--- src/rtl/fetch_pkg.sv ---
// fetch_pkg: shared entry record, field limits and helpers for fetch_queue.
// The entry record is sized for the largest supported configuration
// (32-byte lines, 16-bit ids); narrower instances leave the upper bits at zero.
package fetch_pkg;

  localparam int unsigned FQ_MAX_LINE_BYTES = 32;
  localparam int unsigned FQ_MAX_WW         = 6;
  localparam int unsigned FQ_MAX_ID_W       = 16;
  localparam int unsigned FQ_MAX_BW         = 8 * FQ_MAX_LINE_BYTES;

  typedef struct packed {
    logic [FQ_MAX_BW-1:0]   bytes;
    logic [31:0]            pc;
    logic [FQ_MAX_WW-1:0]   width;
    logic                   bpred_taken;
    logic [31:0]            bpred_tgt;
    logic [FQ_MAX_ID_W-1:0] id;
  } fq_entry_t;

  // Width of a byte-count field able to hold 0..line_bytes.
  function automatic int unsigned fq_ww(input int unsigned line_bytes);
    return $clog2(line_bytes) + 1;
  endfunction

  // Zero every byte whose index is at or beyond the valid byte count.
  function automatic logic [FQ_MAX_BW-1:0] fq_mask_bytes(
    input logic [FQ_MAX_BW-1:0] bytes,
    input int unsigned          width
  );
    logic [FQ_MAX_BW-1:0] masked;
    masked = '0;
    for (int unsigned i = 0; i < FQ_MAX_LINE_BYTES; i++) begin
      if (i < width) masked[8*i +: 8] = bytes[8*i +: 8];
    end
    return masked;
  endfunction

endpackage

--- src/rtl/fetch_queue_ptr.sv ---
// fq_ptr: wrap-around queue pointer (modulo DEPTH) with increment and clear.
module fq_ptr #(
  parameter int unsigned DEPTH = 4
) (
  input  logic                     i_clk,
  input  logic                     i_rst_n,
  input  logic                     i_inc,
  input  logic                     i_clr,
  output logic [$clog2(DEPTH)-1:0] o_ptr
);

  localparam int unsigned AW = $clog2(DEPTH);

  logic [AW-1:0] r_ptr;

  // Pointer register: clear wins over increment, wraps from DEPTH-1 to 0.
  always_ff @(posedge i_clk or negedge i_rst_n) begin
    if (!i_rst_n) begin
      r_ptr <= '0;
    end else if (i_clr) begin
      r_ptr <= '0;
    end else if (i_inc) begin
      if (r_ptr == AW'(DEPTH - 1)) r_ptr <= '0;
      else                         r_ptr <= r_ptr + 1'b1;
    end
  end

  assign o_ptr = r_ptr;

endmodule

--- src/rtl/fetch_queue.sv ---
// fetch_queue: instruction fetch line queue between fetch and decode.
// Optional build macro FETCH_QUEUE_BYPASS_EN: an empty queue forwards a
// qualifying input line straight to the outputs in the same cycle.
// ID_W must not exceed fetch_pkg::FQ_MAX_ID_W.
module fetch_queue
  import fetch_pkg::*;
#(
  parameter int unsigned LINE_BYTES = 8,
  parameter int unsigned DEPTH      = 4,
  parameter int unsigned ID_W       = 4
) (
  input  logic                          CLK,
  input  logic                          reset,
  input  logic                          in_valid,
  input  logic [8*LINE_BYTES-1:0]       in_bytes,
  input  logic [31:0]                   in_pc,
  input  logic [fq_ww(LINE_BYTES)-1:0]  in_width,
  input  logic                          in_bpred_taken,
  input  logic [31:0]                   in_bpred_tgt,
  output logic                          in_ready,
  output logic                          out_valid,
  output logic [8*LINE_BYTES-1:0]       out_bytes,
  output logic [31:0]                   out_pc,
  output logic [fq_ww(LINE_BYTES)-1:0]  out_width,
  output logic                          out_bpred_taken,
  output logic [31:0]                   out_bpred_tgt,
  output logic [ID_W-1:0]               out_id,
  input  logic                          out_ready,
  input  logic                          flush,
  output logic [$clog2(DEPTH):0]        count
);

  localparam int unsigned WW = fq_ww(LINE_BYTES);
  localparam int unsigned AW = $clog2(DEPTH);
  localparam int unsigned CW = AW + 1;
  localparam int unsigned BW = 8 * LINE_BYTES;

  logic [CW-1:0]   r_count;
  logic [ID_W-1:0] r_id;
  logic            r_rst_done;
  fq_entry_t       r_mem [DEPTH];

  logic [AW-1:0]   w_wr_ptr;
  logic [AW-1:0]   w_rd_ptr;
  fq_entry_t       w_in_entry;
  fq_entry_t       w_head;
  fq_entry_t       w_out_entry;
  logic            w_in_ready;
  logic            w_out_valid;
  logic            w_enq;
  logic            w_deq;
  logic            w_bypass;
  logic            w_bypass_take;
  logic            w_wr;
  logic            w_unused;

  // Build the entry record for the offered line; bytes past in_width are zeroed.
  always_comb begin
    w_in_entry                  = '0;
    w_in_entry.bytes[BW-1:0]    = in_bytes;
    w_in_entry.bytes            = fq_mask_bytes(w_in_entry.bytes, 32'(in_width));
    w_in_entry.pc               = in_pc;
    w_in_entry.width[WW-1:0]    = in_width;
    w_in_entry.bpred_taken      = in_bpred_taken;
    w_in_entry.bpred_tgt        = in_bpred_tgt;
    w_in_entry.id[ID_W-1:0]     = r_id;
  end

  assign w_in_ready = r_rst_done & (r_count < CW'(DEPTH));
  assign w_enq      = in_valid & w_in_ready & ~flush & (in_width != '0);
  assign w_deq      = (r_count != '0) & out_ready & ~flush;
  assign w_head     = r_mem[w_rd_ptr];

`ifdef FETCH_QUEUE_BYPASS_EN
  assign w_bypass    = (r_count == '0) & w_enq;
  assign w_out_entry = w_bypass ? w_in_entry : w_head;
`else
  assign w_bypass    = 1'b0;
  assign w_out_entry = w_head;
`endif

  // A bypassed line taken by decode in the same cycle never enters storage.
  assign w_bypass_take = w_bypass & out_ready;
  assign w_wr          = w_enq & ~w_bypass_take;
  assign w_out_valid   = (r_count != '0) | w_bypass;

  // Upper record bits beyond this configuration's widths are always zero.
  assign w_unused = ^w_out_entry;

  fq_ptr #(.DEPTH(DEPTH)) u_wr_ptr (
    .i_clk   (CLK),
    .i_rst_n (reset),
    .i_inc   (w_wr),
    .i_clr   (flush),
    .o_ptr   (w_wr_ptr)
  );

  fq_ptr #(.DEPTH(DEPTH)) u_rd_ptr (
    .i_clk   (CLK),
    .i_rst_n (reset),
    .i_inc   (w_deq),
    .i_clr   (flush),
    .o_ptr   (w_rd_ptr)
  );

  // Entry storage write; contents are don't-care until written.
  always_ff @(posedge CLK) begin
    if (w_wr) r_mem[w_wr_ptr] <= w_in_entry;
  end

  // Occupancy, fetch-id counter (survives flush) and post-reset ready flag.
  always_ff @(posedge CLK or negedge reset) begin
    if (!reset) begin
      r_count    <= '0;
      r_id       <= '0;
      r_rst_done <= 1'b0;
    end else begin
      r_rst_done <= 1'b1;
      if (w_enq) r_id <= r_id + 1'b1;
      if (flush) begin
        r_count <= '0;
      end else if (w_wr && !w_deq) begin
        r_count <= r_count + 1'b1;
      end else if (!w_wr && w_deq) begin
        r_count <= r_count - 1'b1;
      end
    end
  end

  assign in_ready        = w_in_ready;
  assign out_valid       = w_out_valid;
  assign count           = r_count;
  assign out_bytes       = w_out_valid ? w_out_entry.bytes[BW-1:0]   : '0;
  assign out_pc          = w_out_valid ? w_out_entry.pc              : '0;
  assign out_width       = w_out_valid ? w_out_entry.width[WW-1:0]   : '0;
  assign out_bpred_taken = w_out_valid & w_out_entry.bpred_taken;
  assign out_bpred_tgt   = w_out_valid ? w_out_entry.bpred_tgt       : '0;
  assign out_id          = w_out_valid ? w_out_entry.id[ID_W-1:0]    : '0;

endmodule

--- config.mk ---
export PLATFORM = sky130hd
export DESIGN_NAME = fetch_queue
export DESIGN_NICKNAME = d
export VERILOG_FILES = /design/src/rtl/fetch_pkg.sv /design/src/rtl/fetch_queue_ptr.sv /design/src/rtl/fetch_queue.sv
export SDC_FILE = /design/constraint.sdc
export NUM_CORES = 1
export LEC_CHECK = 0
export CAP_MARGIN = 20
export CORE_UTILIZATION = 43
export CTS_BUF_LIST = sky130_fd_sc_hd__clkbuf_4
export DETAILED_ROUTE_END_ITERATION = 7
export HOLD_SLACK_MARGIN = 0.06
export SLEW_MARGIN = 20
export SYNTH_ARGS = -nofsm -noshare
export SYNTH_HDL_FRONTEND = slang
export SYNTH_SLANG_ARGS = --single-unit
--- constraint.sdc ---
create_clock -name CLK -period 5.8 [get_ports CLK]
set_clock_uncertainty 0.15 [all_clocks]
set_input_delay 0.87 -clock CLK [delete_from_list [all_inputs] [get_ports CLK]]
set_output_delay 0.87 -clock CLK [all_outputs]
set_load 0.02 [all_outputs]
; ---- Word level (Yosys, flattened, before mapping)
; Memories as Yosys holds them, arrays and structs flattened.
; Cells that the tools add are included.
[classes]
add_sub_neg = 5
n_mux = 24
bitwise_logic = 8
n_reduce_logical = 9
n_lt_le_gt_ge = 9
eq_ne = 2
[op_table]
columns = cell, n
row1 = $mux 32, 2
row2 = $mux 64, 1
row3 = $mux 8, 8
row4 = $lt 3x4->1 const A, 4
row5 = $mux 2, 6
row6 = $mux 3, 3
row7 = $lt 1x4->1 const A, 2
row8 = $lt 2x4->1 const A, 2
row9 = $mux 4, 2
row10 = $and 1x1->1, 7
row11 = $reduce_bool 3->1, 2
row12 = $add 2x1->2 const B, 2
row13 = $add 4x1->4 const B, 1
row14 = $eq 2x2->1 const B, 2
row15 = $reduce_bool 2->1, 2
row16 = $reduce_bool 4->1, 1
row17 = $add 3x1->3 const B, 1
row18 = $lt 3x3->1 const B, 1
row19 = $sub 3x1->3 const B, 1
row20 = $logic_and 1x1->1, 2
row21 = $logic_not 1->1, 2
row22 = $mux 1, 2
row23 = $not 1->1, 1
[totals]
elab_cells = 63
inputBits = 138
mem_count = 1
out_inout_bits = 142
regBits = 12
ramBits = 548
[memory_table]
columns = name, words, word_bits, rd, rd_ports_with_merged_regs, write_ports, line
row1 = r_mem, 4, 137, 1, 0, 1, fetch_queue.sv:41  ; fq_entry_t r_mem [DEPTH];

; ---- Longest topological paths before layout
[logic_depth]
word_depth = 10
mapped_depth = 9
depth_no_buf = 7

; ---- Cells and area by module
; A second synthesis with hierarchy kept.
[hier_totals]
hier_cells = 1001
area_unflattened_um2 = 21740.9
[by_module_without_submodules]
columns = module, instances, cells_each, area_each_um2, seq_area_each_um2
row1 = fetch_queue, 1, 985, 21540.7, 16656.0
row2 = fq_ptr, 2, 8, 100.1, 50.0

; ---- Worst setup path before layout
; Ideal clock, no wire load.
[synth_path]
kind = input to register
start = input flush
end = memory r_mem[0][0] (netlist name) (enable)
arrival_ns = 4.931
slack_ns = 0.205
n_path_buf = 3
cell_stages = 5
cell_sequence = buf_1 -> nor4bb_1 -> buf_6 -> buf_2 -> and2_1
[synth_via]
elab_chain_cells = 5
[synth_lines]
columns = item, line
row1 = from (decl), fetch_queue.sv:29  ; input logic flush,
row2 = $not 1->1, fetch_queue.sv:70  ; assign w_enq = in_valid & w_in_ready & ~flush & (in_width != '0);
row3 = $and 1x1->1 (2 in a row), fetch_queue.sv:70
row4 = $mux 1, fetch_queue.sv:108  ; if (w_wr) r_mem[w_wr_ptr] <= w_in_entry;
row5 = $mux 1 (not written as such), fetch_queue.sv:108
row6 = to (decl), fetch_queue.sv:41
; Every way passes these cells.

; ---- Worst setup path in the final report
[layout_path]
start = register u_rd_ptr.r_ptr[0] (netlist: u_rd_ptr.o_ptr[0])
end = output out_bytes[59]
[layout_via]
elab_chain_cells = 2
[layout_lines]
columns = item, line
row1 = from (decl), fetch_queue_ptr.sv:14  ; logic [AW-1:0] r_ptr;
row2 = from (signal assigned), fetch_queue_ptr.sv:24  ; else r_ptr <= r_ptr + 1'b1;
row3 = $mem_v2 4x137, -
row4 = $mux 64, fetch_queue.sv:133  ; assign out_bytes = w_out_valid ? w_out_entry.bytes[BW-1:0] : '0;
row5 = to (decl), fetch_queue.sv:22  ; output logic [8*LINE_BYTES-1:0] out_bytes,
; Every way passes these cells.

==> flow_metrics.env <==
export IMPL_synth_compound_area_frac=0.00259
export IMPL_pwr_share_seq=0.436
export IMPL_power_uw=10600
export IMPL_synth_nets=1155
export IMPL_grt_first_pass_wirelength_um=69400
export IMPL_met1_length_um=20400
export IMPL_hold_path_end="r_id[3]"
export IMPL_wl_met2_um=22600
export IMPL_whs_path_depth=1
export IMPL_pwr_share_clk=0.311
export IMPL_hold_path_class="flop to flop"
export IMPL_overflow=0
export IMPL_r2r_setup_slack_ns=2.99
export IMPL_syn_cell_area_sq_um=21800
export IMPL_fin_nets=1560
export IMPL_path_class="flop to output port"
export IMPL_reg2reg_depth=5
export IMPL_clkLatencyLatePin_ns=0.96
export IMPL_p_leak_uw=0.00885
export IMPL_slew_headroom=0.385
export IMPL_period_minus_slack_ns=4.50
export IMPL_wl_um=46700
export IMPL_fillerInstances=4047
export IMPL_setup_viol=0
export IMPL_dieArea_sq_um=51500
export IMPL_path_cells="buf_4 > mux4_2 > and2_1 > clkdlybuf4s50_1"
export IMPL_path_clk_slew_ns=0.06
export IMPL_num_io_pins=280
export IMPL_cts_resized=0
export IMPL_p_int_uw=7600
export IMPL_crit_buf_inv=2
export IMPL_cts_root_buf="clkbuf_4"
export IMPL_drtAntennaViolNets=0
export IMPL_place_ws_ns=1.78
export IMPL_post_route_util=0.547
export IMPL_grt_usage=0.187
export IMPL_outcome="finished clean"
export IMPL_min_period_over_period=0.776
export IMPL_worst_pin_slew_ns=0.922
export IMPL_crit_family="buffers and inverters"
export IMPL_hold_start="r_id[3]"
export IMPL_timing_final_max_slew_violations=0
export IMPL_grt_max_degree=85
export IMPL_syn_to_final_growth_pct=25.7
export IMPL_slowest_delay_ns=0.59
export IMPL_synth_mux_area_frac=0.144
export IMPL_power_frac_comb=0.252
export IMPL_arrival_ns=3.48
export IMPL_route_vias_total=11100
export IMPL_grt_pass1_vias=11800
export IMPL_first_iter_violations=748
export IMPL_hpwlAfterDp_um=27500
export IMPL_switching_share=0.282
export IMPL_synth_distinct_cells=34
export IMPL_ir_drop_uv=186
export IMPL_wl_met3_um=2890
export IMPL_r2r_start="count[2]"
export IMPL_cp_start_kind="flop"
export IMPL_slowest_stage="clkdlybuf4s50_1"
export IMPL_crit_start="u_rd_ptr.o_ptr[0]"
export IMPL_yosys_warnings=0
export IMPL_top_layer="met4"
export IMPL_yosysSeqAreaShare=0.770
export IMPL_port_buffers=279
export IMPL_power_density_nw_per_um2=387
export IMPL_via_per_inst=5.07
export IMPL_ctsHtreeMaxLevel=4
export IMPL_cts_setup_buffers=0
export IMPL_numCtsBuffers=150
export IMPL_fmax_mhz=222
export IMPL_cts_tree="done"
export IMPL_path_max_fanout=31
export IMPL_drive_above_1_share=0.265
export IMPL_initial_core_util=0.435
export IMPL_die_h_um=227
export IMPL_cts_sinks=560
export IMPL_yosys_area_share_adder=0.00437
export IMPL_crit_cells=4
export IMPL_r2r_end="r_mem[1][43]"
export IMPL_synth_avg_cell_area_sq_um=21.6
export IMPL_globalplace_congestion=0.708
export IMPL_drt_first_pass_iters=5
export IMPL_rsz0062_at_grt="false"
export IMPL_worst_ep_required_time_ns=4.78
export IMPL_design_core_area_sq_um=50100
export IMPL_synth_cells=1010
export IMPL_maxCapViolCount=0
export IMPL_rows=82
export IMPL_tns_ns=0
export IMPL_antenna_found_initial=2
export IMPL_hold_buffers=1
export IMPL_setup_ws_ns=1.30
export IMPL_power_switching_uw=2980
export IMPL_final_hold_violation_count=0
export IMPL_wl_per_cell_um=21.3
export IMPL_synth_top_family_by_area="multiplexers"
export IMPL_cp_end_kind="output port"
export IMPL_die_w_um=227
export IMPL_synth_xor_area_frac=0.00201
export IMPL_clockBufferDepth=3
export IMPL_ys_ff_latch=560
export IMPL_synth_simple_area_share=0.0662
export IMPL_drc=0
-- final cells by class --
cell class              instances  area [sq um]  share of cell area
well taps                     672           841              0.0307
inverters                       4          15.0            0.000549
clock buffers                 211          1580              0.0579
multi-input cells             395          4810               0.176
repair buffers                304          3110               0.114
flip-flops and latches        560         16800               0.613
diodes                          5          12.5            0.000457
clock inverters                42           224             0.00819
-- cells in the mapped netlist, drive strengths merged --
library cell	n	area, sq um
edfxtp	548	16500
nand3	1	5.00
nor4bb	1	10.0
a31oi	2	12.5
conb	1	3.75
a21oi	3	15.0
ha	6	75.1
mux2	2	22.5
nand4	1	6.26
o21ai	1	5.00
xor2	3	26.3
inv	4	15.0
or3	3	18.8
nor2	5	18.8
o31ai	1	7.51
buf	24	116
dfrtp	12	300
nand3b	1	7.51
nor2b	41	257
mux4	137	3090
xnor2	2	17.5
and2	158	988
and2b	8	60.1
nand2	9	33.8
clkbuf	27	101
nor3	1	5.00
mux2i	3	30.0
a211oi	1	7.51
nor4	1	21.3
or4b	1	10.0
fa	1	20.0
o32ai	1	8.76
-- worst max path at each step --
stage / to / slack, ns
global route: out_bytes[3] / 1.00
finish: out_bytes[59] / 1.30
detailed placement: r_mem[1][43] / 1.78
global placement: r_mem[1][48] / 1.83
CTS: out_bytes[20] / 1.09
floorplan: r_mem[0][0] / 0.21
-- cells by family (layout without fill, tap and decap cells) --
| family | Yosys count | after routing |
|---|---|---|
| buf+inv | 55 | 561 |
| fa+ha+maj | 7 | 7 |
| mux | 142 | 142 |
| xor+xnor | 5 | 5 |
| compound gates | 9 | 9 |
| other cells | 1 | 6 |
| simple gates | 231 | 231 |
| flops | 560 | 560 |
-- power groups by stage --
stage                     Clock [uW]  Sequential [uW]  Combinational [uW]
final                           3290             4620                2670
after global routing            3610             4630                2860
after CTS                       3420             4620                2740
after detailed placement           0             4700                2730
after global placement             0             4700                2720
after floorplan                    0             4680                1500
-- routing by layer --
layer  vias up  global-route usage
li1       4967                   -
met1      5719               0.256
met2       361               0.286
met3        69              0.0587
met4         0              0.0613
met5         -                   0
-- cells in the final DEF (no fill, tap or decap), drive strengths merged, types with 5 or more instances in the layout --
cell           count
edfxtp           548
clkdlybuf4s50    279
clkbuf           211
and2             158
mux4             137
nor2b             41
clkinv            32
buf               24
dfrtp             12
inv               11
nand2              9
and2b              8
ha                 6
diode              5
nor2               5
-- state kept, by name, indices dropped and copies added (netlist names) --
| register | count |
|---|---|
| r_mem | 548 |
| r_id | 4 |
| count | 3 |
| u_rd_ptr.o_ptr | 2 |
| u_wr_ptr.o_ptr | 2 |
| r_rst_done | 1 |
-- per-stage QoR --
stage	hold WS [ns]	std cells	cell area (sq um)
after floorplan	0.339	1010	21800
after global placement	0.377	1934	25500
after detailed placement	0.376	1934	25500
after CTS	0.271	2188	27300
after global routing	0.306	2192	27400
final	0.384	2193	27400
Note: power is estimated with default switching activity, not from simulation.
